File: config.mk
export PLATFORM = sky130hd
export DESIGN_NAME = master_cmd_seq
export DESIGN_NICKNAME = d
export VERILOG_FILES = /design/src/rtl/master_cmd_seq.sv
export SDC_FILE = /design/constraint.sdc
export NUM_CORES = 1
export LEC_CHECK = 0
export ABC_AREA = 1
export CAP_MARGIN = 10
export CORE_ASPECT_RATIO = 0.9
export CORE_MARGIN = 4
export CORE_UTILIZATION = 54
export DETAILED_ROUTE_END_ITERATION = 12
export PLACE_DENSITY = 0.91
export SYNTH_ARGS = -nofsm -noshare
export SYNTH_HDL_FRONTEND = slang
export SYNTH_SLANG_ARGS = --single-unit
File: constraint.sdc
create_clock -name CLK -period 5.45 [get_ports CLK]
set_input_delay 0.545 -clock CLK [delete_from_list [all_inputs] [get_ports CLK]]
set_output_delay 0.545 -clock CLK [all_outputs]
set_load 0.1 [all_outputs]
File: src/rtl/master_cmd_seq.sv
// Command sequencer in front of the PCI master: queues host single-word commands,
// issues them over start/ack, re-issues on retry and reports status/read data.
module master_cmd_seq #(
  parameter int DEPTH     = 4,
  parameter int MAX_RETRY = 7,
  parameter int RETRY_GAP = 2
) (
  input  logic                     CLK,
  input  logic                     reset_n,
  input  logic                     cmd_wr,
  input  logic                     cmd_dir,
  input  logic [31:0]              cmd_addr,
  input  logic [31:0]              cmd_wdata,
  output logic                     cmd_full,
  output logic [$clog2(DEPTH):0]   cmd_count,
  output logic                     cmd_overflow,
  output logic                     mst_start,
  output logic                     mst_dir,
  output logic [31:0]              mst_addr,
  output logic [31:0]              mst_wdata,
  input  logic                     mst_ack,
  input  logic                     mst_done,
  input  logic                     mst_fatal,
  input  logic                     mst_retry,
  input  logic [31:0]              mst_rdata,
  output logic                     res_valid,
  output logic [1:0]               res_status,
  output logic [31:0]              res_rdata,
  input  logic                     res_ack,
  output logic                     busy,
  output logic                     halted,
  output logic [2:0]               o_dbg_state
);
  localparam int AW = $clog2(DEPTH);
  localparam int CW = AW + 1;
  localparam int GW = $clog2(RETRY_GAP + 1);
  localparam logic [3:0]    RETRY_LIM = 4'(MAX_RETRY);
  localparam logic [GW-1:0] GAP_LAST  = GW'(RETRY_GAP - 1);

  typedef enum logic [2:0] {
    S_IDLE   = 3'd0,
    S_ISSUE  = 3'd1,
    S_WAIT   = 3'd2,
    S_GAP    = 3'd3,
    S_RESULT = 3'd4,
    S_HALT   = 3'd5
  } state_t;

  state_t r_state, w_state_nxt;

  logic          r_dir_mem   [DEPTH];
  logic [31:0]   r_addr_mem  [DEPTH];
  logic [31:0]   r_wdata_mem [DEPTH];
  logic [AW-1:0] r_wr_ptr, r_rd_ptr;
  logic [CW-1:0] r_count;
  logic          r_full, r_overflow;
  logic          r_start, r_dir;
  logic [31:0]   r_addr, r_wdata;
  logic          r_res_valid;
  logic [1:0]    r_res_status;
  logic [31:0]   r_res_rdata;
  logic          r_busy, r_halted;
  logic [3:0]    r_retry_cnt;
  logic [GW-1:0] r_gap_cnt;

  logic          w_push, w_pop;
  logic [CW-1:0] w_count_nxt;

  // Fullness is judged on registered occupancy, so a pop cannot rescue a push made while full.
  assign w_push      = cmd_wr && !r_full;
  assign w_pop       = (r_state == S_RESULT) && res_ack;
  assign w_count_nxt = r_count + CW'(w_push) - CW'(w_pop);

  always_comb begin
    w_state_nxt = r_state;
    unique case (r_state)
      S_IDLE:   if (r_count != '0) w_state_nxt = S_ISSUE;
      S_ISSUE:  if (mst_ack) w_state_nxt = S_WAIT;
      S_WAIT: begin
        if (mst_done) begin
          if (!mst_fatal && mst_retry && (r_retry_cnt < RETRY_LIM)) w_state_nxt = S_GAP;
          else                                                    w_state_nxt = S_RESULT;
        end
      end
      S_GAP:    if (r_gap_cnt == GAP_LAST) w_state_nxt = S_ISSUE;
      S_RESULT: if (res_ack) w_state_nxt = (r_res_status == 2'b10) ? S_HALT : S_IDLE;
      S_HALT:   w_state_nxt = S_HALT;
      default:  w_state_nxt = S_IDLE;
    endcase
  end

  always_ff @(posedge CLK) begin
    if (w_push) begin
      r_dir_mem[r_wr_ptr]   <= cmd_dir;
      r_addr_mem[r_wr_ptr]  <= cmd_addr;
      r_wdata_mem[r_wr_ptr] <= cmd_wdata;
    end
  end

  always_ff @(posedge CLK) begin
    if (!reset_n) begin
      r_state      <= S_IDLE;
      r_wr_ptr     <= '0;
      r_rd_ptr     <= '0;
      r_count      <= '0;
      r_full       <= 1'b0;
      r_overflow   <= 1'b0;
      r_start      <= 1'b0;
      r_dir        <= 1'b0;
      r_addr       <= '0;
      r_wdata      <= '0;
      r_res_valid  <= 1'b0;
      r_res_status <= 2'b00;
      r_res_rdata  <= '0;
      r_busy       <= 1'b0;
      r_halted     <= 1'b0;
      r_retry_cnt  <= '0;
      r_gap_cnt    <= '0;
    end else begin
      r_state     <= w_state_nxt;
      r_count     <= w_count_nxt;
      r_full      <= (w_count_nxt == CW'(DEPTH));
      r_start     <= (w_state_nxt == S_ISSUE);
      r_res_valid <= (w_state_nxt == S_RESULT);
      r_busy      <= (w_state_nxt inside {S_ISSUE, S_WAIT, S_GAP, S_RESULT});
      r_halted    <= (w_state_nxt == S_HALT);
      if (w_push) r_wr_ptr <= r_wr_ptr + 1'b1;
      if (w_pop)  r_rd_ptr <= r_rd_ptr + 1'b1;
      if (cmd_wr && r_full) r_overflow <= 1'b1;

      // The head is read once per command; retries reuse the latched copy.
      if (r_state == S_IDLE && r_count != '0) begin
        r_dir       <= r_dir_mem[r_rd_ptr];
        r_addr      <= r_addr_mem[r_rd_ptr];
        r_wdata     <= r_wdata_mem[r_rd_ptr];
        r_retry_cnt <= '0;
      end

      if (r_state == S_WAIT && mst_done) begin
        if (mst_fatal) begin
          r_res_status <= 2'b10;
          r_res_rdata  <= '0;
        end else if (mst_retry && (r_retry_cnt < RETRY_LIM)) begin
          r_retry_cnt <= r_retry_cnt + 1'b1;
          r_gap_cnt   <= '0;
        end else if (mst_retry) begin
          r_res_status <= 2'b01;
          r_res_rdata  <= '0;
        end else begin
          r_res_status <= 2'b00;
          r_res_rdata  <= r_dir ? 32'h0 : mst_rdata;
        end
      end

      if (r_state == S_GAP) r_gap_cnt <= r_gap_cnt + 1'b1;
    end
  end

  assign cmd_full     = r_full;
  assign cmd_count    = r_count;
  assign cmd_overflow = r_overflow;
  assign mst_start    = r_start;
  assign mst_dir      = r_dir;
  assign mst_addr     = r_addr;
  assign mst_wdata    = r_wdata;
  assign res_valid    = r_res_valid;
  assign res_status   = r_res_status;
  assign res_rdata    = r_res_rdata;
  assign busy         = r_busy;
  assign halted       = r_halted;
  assign o_dbg_state  = r_state;

endmodule

=== Word level (Yosys, flattened, before mapping) ===
Memories as Yosys holds them, arrays and structs flattened. A register that Yosys moved wholly into a read port is not among the register bits.
Cells that the tools add are included.

* Add/sub/neg operators: 6
* Order comparisons: 1
* Equal/unequal tests: 15
* Mux-type cells: 25
* Reductions and logical operators: 20

{| class="wikitable"
|+ Operators by type and width
! operator !! count
|-
| two-way mux 32 bit || 4
|-
| two-way mux 3 bit || 7
|-
| one-hot mux 3 bit (6 select lines) || 1
|-
| two-way mux 4 bit || 4
|-
| equality test 3 bit, second input constant || 5
|-
| equality test 3 x 2 -> 1 bit, second input constant || 4
|-
| two-way mux 2 bit || 6
|-
| logical AND 1 bit || 8
|-
| adder 2 x 1 -> 2 bit, second input constant || 3
|-
| equality test 3 x 1 -> 1 bit, second input constant || 2
|-
| zero test 1 bit || 5
|-
| adder 4 x 1 -> 4 bit, second input constant || 1
|-
| < comparator 4 x 3 -> 1 bit, second input constant || 1
|-
| nonzero test 2 bit || 2
|-
| nonzero test 4 bit || 1
|-
| adder 3 x 1 -> 3 bit || 1
|-
| zero test 3 bit || 1
|-
| two-way mux 1 bit || 3
|-
| AND reduction 3 bit || 1
|-
| nonzero test 3 bit || 1
|-
| subtractor 3 x 1 -> 3 bit || 1
|-
| equality test 2 x 1 -> 1 bit, second input constant || 1
|-
| equality test 2 bit, second input constant || 1
|-
| != test 2 x 1 -> 1 bit, second input constant || 1
|-
| 2 further kinds || 2
|}

* Bits in registers: 56
* RAM bits: 260
* Input port bits: 105
* Logic and storage cells: 84
* Memories kept: 3

{| class="wikitable"
|+ Memories
! name !! depth !! width !! read ports !! clocked after Yosys merged registers in !! wr ports !! line !! source
|-
| r_addr_mem || 4 || 32 || 1 || 1 || 1 || 52 || <nowiki>logic [31:0] r_addr_mem [DEPTH];</nowiki>
|-
| r_wdata_mem || 4 || 32 || 1 || 1 || 1 || 53 || <nowiki>logic [31:0] r_wdata_mem [DEPTH];</nowiki>
|-
| r_dir_mem || 4 || 1 || 1 || 1 || 1 || 51 || <nowiki>logic r_dir_mem [DEPTH];</nowiki>
|}

=== Logic depth before layout (Yosys ltp) ===
Gate-level depths: netlist (run 1).

* Depth after elaboration: 8
* Mapped depth: 15

=== Worst setup path after synthesis (run 1) ===
Ideal clock, no wire load.

* Path kind: reg2reg
* Start point: register r_full (netlist: cmd_full)
* End point: memory r_addr_mem[0][0] (enable)
* Library setup time: 0.489 ns
* Arrival: 3.808 ns
* Data required time: 4.961 ns
* Setup slack: 1.154 ns
* Stages on the path, launching flop included: 4
* Clock period less this slack: 4.296 ns
* Cell sequence: dfxtp_1 > nor2_1 > clkinv_1 > nor2_1

* Longest elaborated chain between the ends: 4

{| class="wikitable"
|+ Ends and longest elaborated chain
! what !! line !! source
|-
| start: declaration || 56 || <nowiki>logic r_full, r_overflow;</nowiki>
|-
| start signal: assignment || 122 || <nowiki>r_full <= (w_count_nxt == CW'(DEPTH));</nowiki>
|-
| zero test 1 bit || 70 || <nowiki>assign w_push = cmd_wr && !r_full;</nowiki>
|-
| logical AND 1 bit || 70 ||
|-
| two-way mux 1 bit || 93 || <nowiki>if (w_push) begin</nowiki>
|-
| two-way mux 1 bit (not written as such) || 95 || <nowiki>r_addr_mem[r_wr_ptr] <= cmd_addr;</nowiki>
|-
| end: declaration || 52 ||
|}

No other way between the ends.

=== Worst setup path in the final report (run 1) ===
* Start point: register r_count[1] (netlist: cmd_count[1])
* End point: register r_addr[2] (netlist: mst_addr[2]) (read register of r_addr_mem)

* Longest elaborated chain between the ends: 2

{| class="wikitable"
|+ Ends and longest elaborated chain
! what !! line !! source
|-
| start: declaration || 55 || <nowiki>logic [CW-1:0] r_count;</nowiki>
|-
| start signal: assignment || 121 || <nowiki>r_count <= w_count_nxt;</nowiki>
|-
| nonzero test 3 bit || 132 || <nowiki>if (r_state == S_IDLE && r_count != '0) begin</nowiki>
|-
| logical AND 1 bit || 132 ||
|-
| end: declaration || 58 || <nowiki>logic [31:0] r_addr, r_wdata;</nowiki>
|}

No other way between the ends.
A chain may end at the register's enable or synchronous reset.

==> metrics, run 1 <==
Non-Filler Instances around 1800; Req. time, crit path 5.89 ns; period utilization between 50% and 60%; share of layout cells above drive strength 1 slightly above 6%; Die X between 150 and 200 um; GRT overflow 0; CTS tree built; # fillers 1677; Final setup viols 0; Hold Path Origin res_rdata[14]$_SDFFE_PN0P_; CTS clk-pin slew, worst paths about 0.060 ns; H-tree Lvls 2; crit end category flip-flop; Reg-to-Reg End mst_addr[2]$_SDFFE_PN0P_; final WL 33.4 mm; Syn-to-layout area delta 25.4%; worst-path maximum fanout 70; Slew headroom approximately a fifth; Top FF cell, synth edfxtp_1; Gate Count Post-Synth 1214; fin nets between 1500 and 2000; VDD IR max 0.666 mV; Cell variety after synth 29; TritonCTS buffer count 37; largest net degree at the start of global routing ~110; Yosys reg bits ~380; Worst Slack Setup Final between 2 and 2.5 ns; Max Fclk 334 MHz; pre-CTS setup slack 2.08 ns; Max clock buf depth 3; dominant cells by area after synthesis edfxtp_1 (55%), dfxtp_1 (17%), nor2_1 (7.5%), o21ai_0 (5.1%), o22ai_1 (2.9%); post-synthesis sequential area ratio 72.5%; FF-to-FF Start cmd_count[1]$_SDFF_PN0_; fraction of registers with async set/reset 0%; Syn Nets 1328; Via density 5.60; Cell Area, Synth ~14000 um^2; DIE AREA approximately 29000 um^2; Multi-input gate area approximately 3400 um^2; Reg area a little over 10000 um^2; Synth Warn # 0; starting density of the core 55.4%; most numerous cell in the Yosys netlist nor2_1; CTS root buffer clkbuf_16; Critical Path Start Type flip-flop; Antenna Violating Nets Remaining 0; first-pass iteration count of the detailed router 5; initial drt markers roughly 860; initial antenna violation count 2; first-pass GRT wire length ~52 mm; leakage 0.00619 uW; Slew Viols, Final 0; area leader, netlist edfxtp_1; max cap viols 0; Post-synth top cells nor2_1 (283), edfxtp_1 (260), o21ai_0 (144); postcts setup bufs 0; final core occ around 69%; Die H between 150 and 200 um; RD Place Congestion 0.823; # rows 55; worst setup path category reg2reg; drt drc 0; Final HPWL DP around 20 mm; minimum clock period 2.99 ns; Crit path arrival time 3.43 ns; status complete, no violations; Worst Hold Path EP res_rdata[14]$_SDFFE_PN0P_; IO Pins between 200 and 250; Synth top area share a little under three fifths; vias in the first global route approximately 10000; CTS Hold Bufs 0; core area 25500 um^2; RSZ-0062 raised after global routing no; total track usage 22.7%; R2R setup slack between 2 and 2.5 ns; clk sinks roughly 380; cells on worst reg2reg path 6; Worst-Margin Slew about 1.2 ns; Hold Path Cell Cnt 2; vias about 9900; Cells after DPL approximately 1700; Synth Area per Inst 11.6 um^2; Clock Skew 0.0214 ns; Fin. Hold Viols 0; setup TNS 0 ns; Post-CTS Resized 0; Post-synth EDFFs between 200 and 300; hold crit path type reg2reg; I/O Buffers ~220; drt wl/cell between 15 and 20 um; worst skew pair latency 0.52 ns; Power Density roughly 550 nW/um^2
## through the flow
step / area, um^2 / total power, uW / hold slack (ns)
global placement: 16400 / 7140 / 0.447
global route: 17700 / 10100 / 0.481
detailed placement: 16400 / 7200 / 0.456
CTS: 17700 / 9800 / 0.468
finish: 17700 / 9730 / 0.465
floorplan: 14100 / 6330 / 0.433
## logic make-up after synthesis
kind of cell               count (synthesis)  share of synthesized area [%]
adders and majority gates                  9                          0.852
DFF                                      381                           72.5
and+or+nand+nor                          395                           11.1
xor gates and xnor gates                   2                          0.124
AOI/OAI and AO/OA                        314                           11.7
buffers and inverters                    113                           3.68
## final cells by class
cell class / instances / share of cell area (%)
antenna: 2 / 0.0283
multi-input combinational: 720 / 19.2
timing repair buffer: 227 / 12.6
clock buffer: 47 / 5.85
tap: 342 / 2.42
clock inverter: 20 / 1.23
inverter: 36 / 0.778
sequential: 381 / 57.8
## sequential cells by signal, indices dropped and copies added, names as in the netlist
signal / count
busy: 1
cmd_count: 3
cmd_full: 1
cmd_overflow: 1
halted: 1
mst_addr: 32
mst_dir: 1
mst_start: 1
mst_wdata: 32
o_dbg_state: 3
r_addr_mem: 128
r_dir_mem: 4
r_gap_cnt: 2
r_rd_ptr: 2
r_retry_cnt: 4
r_wdata_mem: 128
r_wr_ptr: 2
res_rdata: 32
res_status: 2
res_valid: 1
## cells in the final DEF, fill, tap and decap left out, types with 7 or more instances in the layout
| cell type | n |
|---|---|
| clkbuf_16 | 38 |
| nand2_1 | 63 |
| edfxtp_1 | 260 |
| ha_1 | 8 |
| o21ai_1 | 60 |
| inv_1 | 31 |
| dfxtp_1 | 119 |
| a21oi_1 | 44 |
| o21ai_0 | 144 |
| o22ai_1 | 65 |
| clkdlybuf4s50_1 | 214 |
| nor2_1 | 279 |
| clkinv_2 | 7 |
| nand3_1 | 37 |
| buf_4 | 12 |
## routing by layer
| metal | share of wire [%] | vias up | track usage, % |
|---|---|---|---|
| li1 | - | 4668 | - |
| met1 | 39 | 4769 | 28.4 |
| met2 | 49 | 433 | 39.0 |
| met3 | 8.8 | 65 | 5.24 |
| met4 | 2.9 | 0 | 7.67 |
| met5 | 0 | - | 0 |
## how the worst max path moves through the flow
stage,startpoint,end,slack [ns],cells after the start
final,cmd_count[1]$_SDFF_PN0_,mst_addr[2]$_SDFFE_PN0P_,2.46,6
after detailed placement,cmd_wr,r_wdata_mem[0][17]$_DFFE_PP_,2.08,6
after floorplan,cmd_full$_SDFF_PN0_,r_addr_mem[0][0]$_DFFE_PP_,1.15,3
after CTS,cmd_count[1]$_SDFF_PN0_,mst_addr[28]$_SDFFE_PN0P_,2.40,6
after global placement,cmd_wr,r_wdata_mem[0][17]$_DFFE_PP_,2.24,6
after global routing,cmd_count[1]$_SDFF_PN0_,mst_addr[28]$_SDFFE_PN0P_,2.16,6
## report_power, final
group	switching [uW]	total (uW)	internal, uW	leakage (uW)
registers	187	3710	3530	0.00338
clock network	1050	2590	1540	0.000611
logic	2700	3430	722	0.00220
total	3940	9730	5790	0.00619
## worst max-delay path, cell delays in order (launching register included)
cell     delay [ns]
dfxtp_1        0.43
nor2_1         0.07
nand2_1        0.11
nand3_4        0.70
inv_2          1.12
o21ai_0        0.22
nor2_1         0.17
(Power assumes the default switching activity.)
==> inputs of run 2 (changes only) <==
Clock period 5.45 ns to 2.88 ns, I/O delays scaled along.
==> run 2 against run 1 <==
Fmax rose by 35%. Total power rose by 94%. Non-clock buffer count rose by 9. Largest power group unchanged. Highest routed layer is now met5.
==> metrics, run 2 (synthesized netlist as in run 1, its figures left out) <==
status complete, no violations (unchanged); IO Pins 216 (unchanged); switching share of power 40.1% (was 40.5%); share of layout cells above drive strength 1 14.6% (was 6.22%); Worst Hold Path EP cmd_overflow$_SDFFE_PN0P_ (was res_rdata[14]$_SDFFE_PN0P_); total track usage 22.9% (was 22.7%); Reg-to-Reg End cmd_full$_SDFF_PN0_ (was mst_addr[2]$_SDFFE_PN0P_); Syn-to-layout area delta 25.7% (was 25.4%); worst skew pair latency 0.51 ns (was 0.52 ns); minimum clock period 2.22 ns (was 2.99 ns); Hold Path Origin reset_n (was res_rdata[14]$_SDFFE_PN0P_); worst setup path category reg2reg (unchanged); CTS Hold Bufs 0 (unchanged); TritonCTS buffer count 38 (was 37); WHS 0.336 ns (was 0.465 ns); final WL 34.8 mm (was 33.4 mm); most frequent cells in the layout nor2_1 (279), edfxtp_1 (260), o21ai_0 (144) (was nor2_1 (279), edfxtp_1 (260), clkdlybuf4s50_1 (214)); Non-Filler Instances 1788 (was 1775); GRT overflow 0 (unchanged); CTS root buffer clkbuf_16 (unchanged); Largest regs r_addr_mem: 128 flops, r_wdata_mem: 128 flops (unchanged); Slew headroom 49.1% (was 21.3%); Crit path arrival time 2.67 ns (was 3.43 ns); largest net degree at the start of global routing 132 (was 111); CTS tree built (unchanged); Via density 5.78 (was 5.60); Multi-input gate area 3400 um^2 (unchanged); CTS clk-pin slew, worst paths 0.06 ns (about the same); Final setup viols 0 (unchanged); setup TNS 0 ns (unchanged); initial drt markers 1004 (was 856); Antenna Violating Nets Remaining 0 (unchanged); RD Place Congestion 0.836 (was 0.823); Worst-Margin Slew 0.764 ns (was 1.18 ns); final core occ 69.6% (was 69.5%); # fillers 1663 (was 1677); core area 25500 um^2 (unchanged); first-pass GRT wire length 52.4 mm (was 52.1 mm); # rows 55 (unchanged); I/O Buffers 215 (unchanged); Slew Viols, Final 0 (unchanged); RSZ-0062 raised after global routing no (unchanged); most common cell after layout, fill and taps aside nor2_1 (unchanged); Die H 161 um (unchanged); crit end category flip-flop (unchanged); first-pass iteration count of the detailed router 6 (was 5); worst-path maximum fanout 5 (was 70); Power Density 1070 nW/um^2 (was 550 nW/um^2); fin nets 1527 (was 1517); Max clock buf depth 3 (unchanged); vias in the first global route 9929 (was 10074); Clock Skew 0.0149 ns (was 0.0214 ns); P_int 11300 uW (was 5790 uW); Req. time, crit path 3.32 ns (was 5.89 ns); FF-to-FF Start o_dbg_state[2]$_SDFF_PN0_ (was cmd_count[1]$_SDFF_PN0_); postcts setup bufs 0 (unchanged); drt drc 0 (unchanged); Final HPWL DP 20.8 mm (was 20.1 mm); Cells after DPL 1715 (was 1706); Post-CTS Resized 0 (unchanged); DIE AREA 28800 um^2 (unchanged); Clock Power Share 28.5% (was 26.6%); placed cell areas 16300 um^2 (was 16400 um^2); initial antenna violation count 3 (was 2); Reg area 10200 um^2 (unchanged); starting density of the core 55.4% (unchanged); Max Fclk 450 MHz (was 334 MHz); clk sinks 381 (unchanged); Critical Path Start Type flip-flop (unchanged); Die X 178 um (unchanged); VDD IR max 1.00 mV (was 0.666 mV); Sw Pwr 7590 uW (was 3940 uW); Fin. Hold Viols 0 (unchanged); Flop pwr share 37.3% (was 38.2%); Finished Cell Area 17700 um^2 (about the same); hold crit path type in2reg (was reg2reg); cells on worst reg2reg path 14 (was 6); leakage 0.00654 uW (was 0.00619 uW); vias 10334 (was 9935); Hold Path Cell Cnt 3 (was 2); drt wl/cell 19.4 um (was 18.8 um); Gate power share 34.2% (was 35.2%); period utilization 77.2% (was 54.9%); max cap viols 0 (unchanged); R2R setup slack 0.66 ns (was 2.46 ns); H-tree Lvls 2 (unchanged)
[run 2: cell count changes in the layout (fill, tap and decap cells not counted), moves of 2 or more]
cell	before	now
bufinv_16	4	6
clkbuf_16	38	43
clkdlybuf4s50_1	214	103
buf_4	12	125
clkinv_2	7	2
clkbuf_1	4	8
clkinv_1	5	2
clkinvlp_4	3	1
buf_12	0	7
[run 2: worst max-delay path by stage]
stage | slack (ns) | to | start | cells after the start
after floorplan | -0.38 | r_addr_mem[0][0]$_DFFE_PP_ | cmd_full$_SDFF_PN0_ | 3
after detailed placement | 0.45 | cmd_full$_SDFF_PN0_ | cmd_wr | 14
final | 0.66 | cmd_full$_SDFF_PN0_ | o_dbg_state[2]$_SDFF_PN0_ | 14
after CTS | 0.69 | cmd_full$_SDFF_PN0_ | o_dbg_state[1]$_SDFF_PN0_ | 15
after global routing | 0.39 | cmd_full$_SDFF_PN0_ | o_dbg_state[0]$_SDFF_PN0_ | 15
after global placement | 0.44 | cmd_full$_SDFF_PN0_ | cmd_wr | 14
[run 2: stage by stage]
step / setup slack, ns / total power, uW
after floorplan: -0.378 / 12000
after global placement: 0.441 / 13400
after detailed placement: 0.454 / 13600
after CTS: 0.686 / 19000
after global routing: 0.385 / 19600
final: 0.656 / 18900
[run 2: area by class of cell]
type / instances / area share [%]
tap: 342 / 2.41
inverter: 36 / 0.776
clock buffer: 57 / 6.65
sequential: 381 / 57.7
timing repair buffer: 236 / 11.9
multi-input combinational: 720 / 19.2
antenna: 3 / 0.0423
clock inverter: 13 / 1.28
[run 2: power groups by stage]
stage | Combinational [uW] | Clock [uW] | Sequential, uW
after floorplan | 1340 | 0 | 10600
after global placement | 6340 | 0 | 7100
after detailed placement | 6450 | 0 | 7140
after CTS | 6480 | 5450 | 7050
after global routing | 6720 | 5710 | 7130
final | 6470 | 5390 | 7060
[run 2: worst max-delay path, cell delays in order, from the launching register on]
cell,delay (ns)
dfxtp_1,0.43
inv_2,0.10
nor2_1,0.17
nand2_1,0.10
inv_1,0.08
ha_1,0.22
inv_1,0.06
ha_1,0.13
inv_1,0.05
fa_1,0.40
xnor2_1,0.16
nand2_1,0.07
inv_1,0.09
nand2_1,0.05
nor2_1,0.07
[run 2: per-layer routing]
metal  routed length [um]  track usage [%]  part of all wire, %
met1                13000             28.7                   37
met2                16900             38.7                   49
met3                 3910             5.64                   11
met4                  939             8.55                  2.7
met5                   11                0                0.032
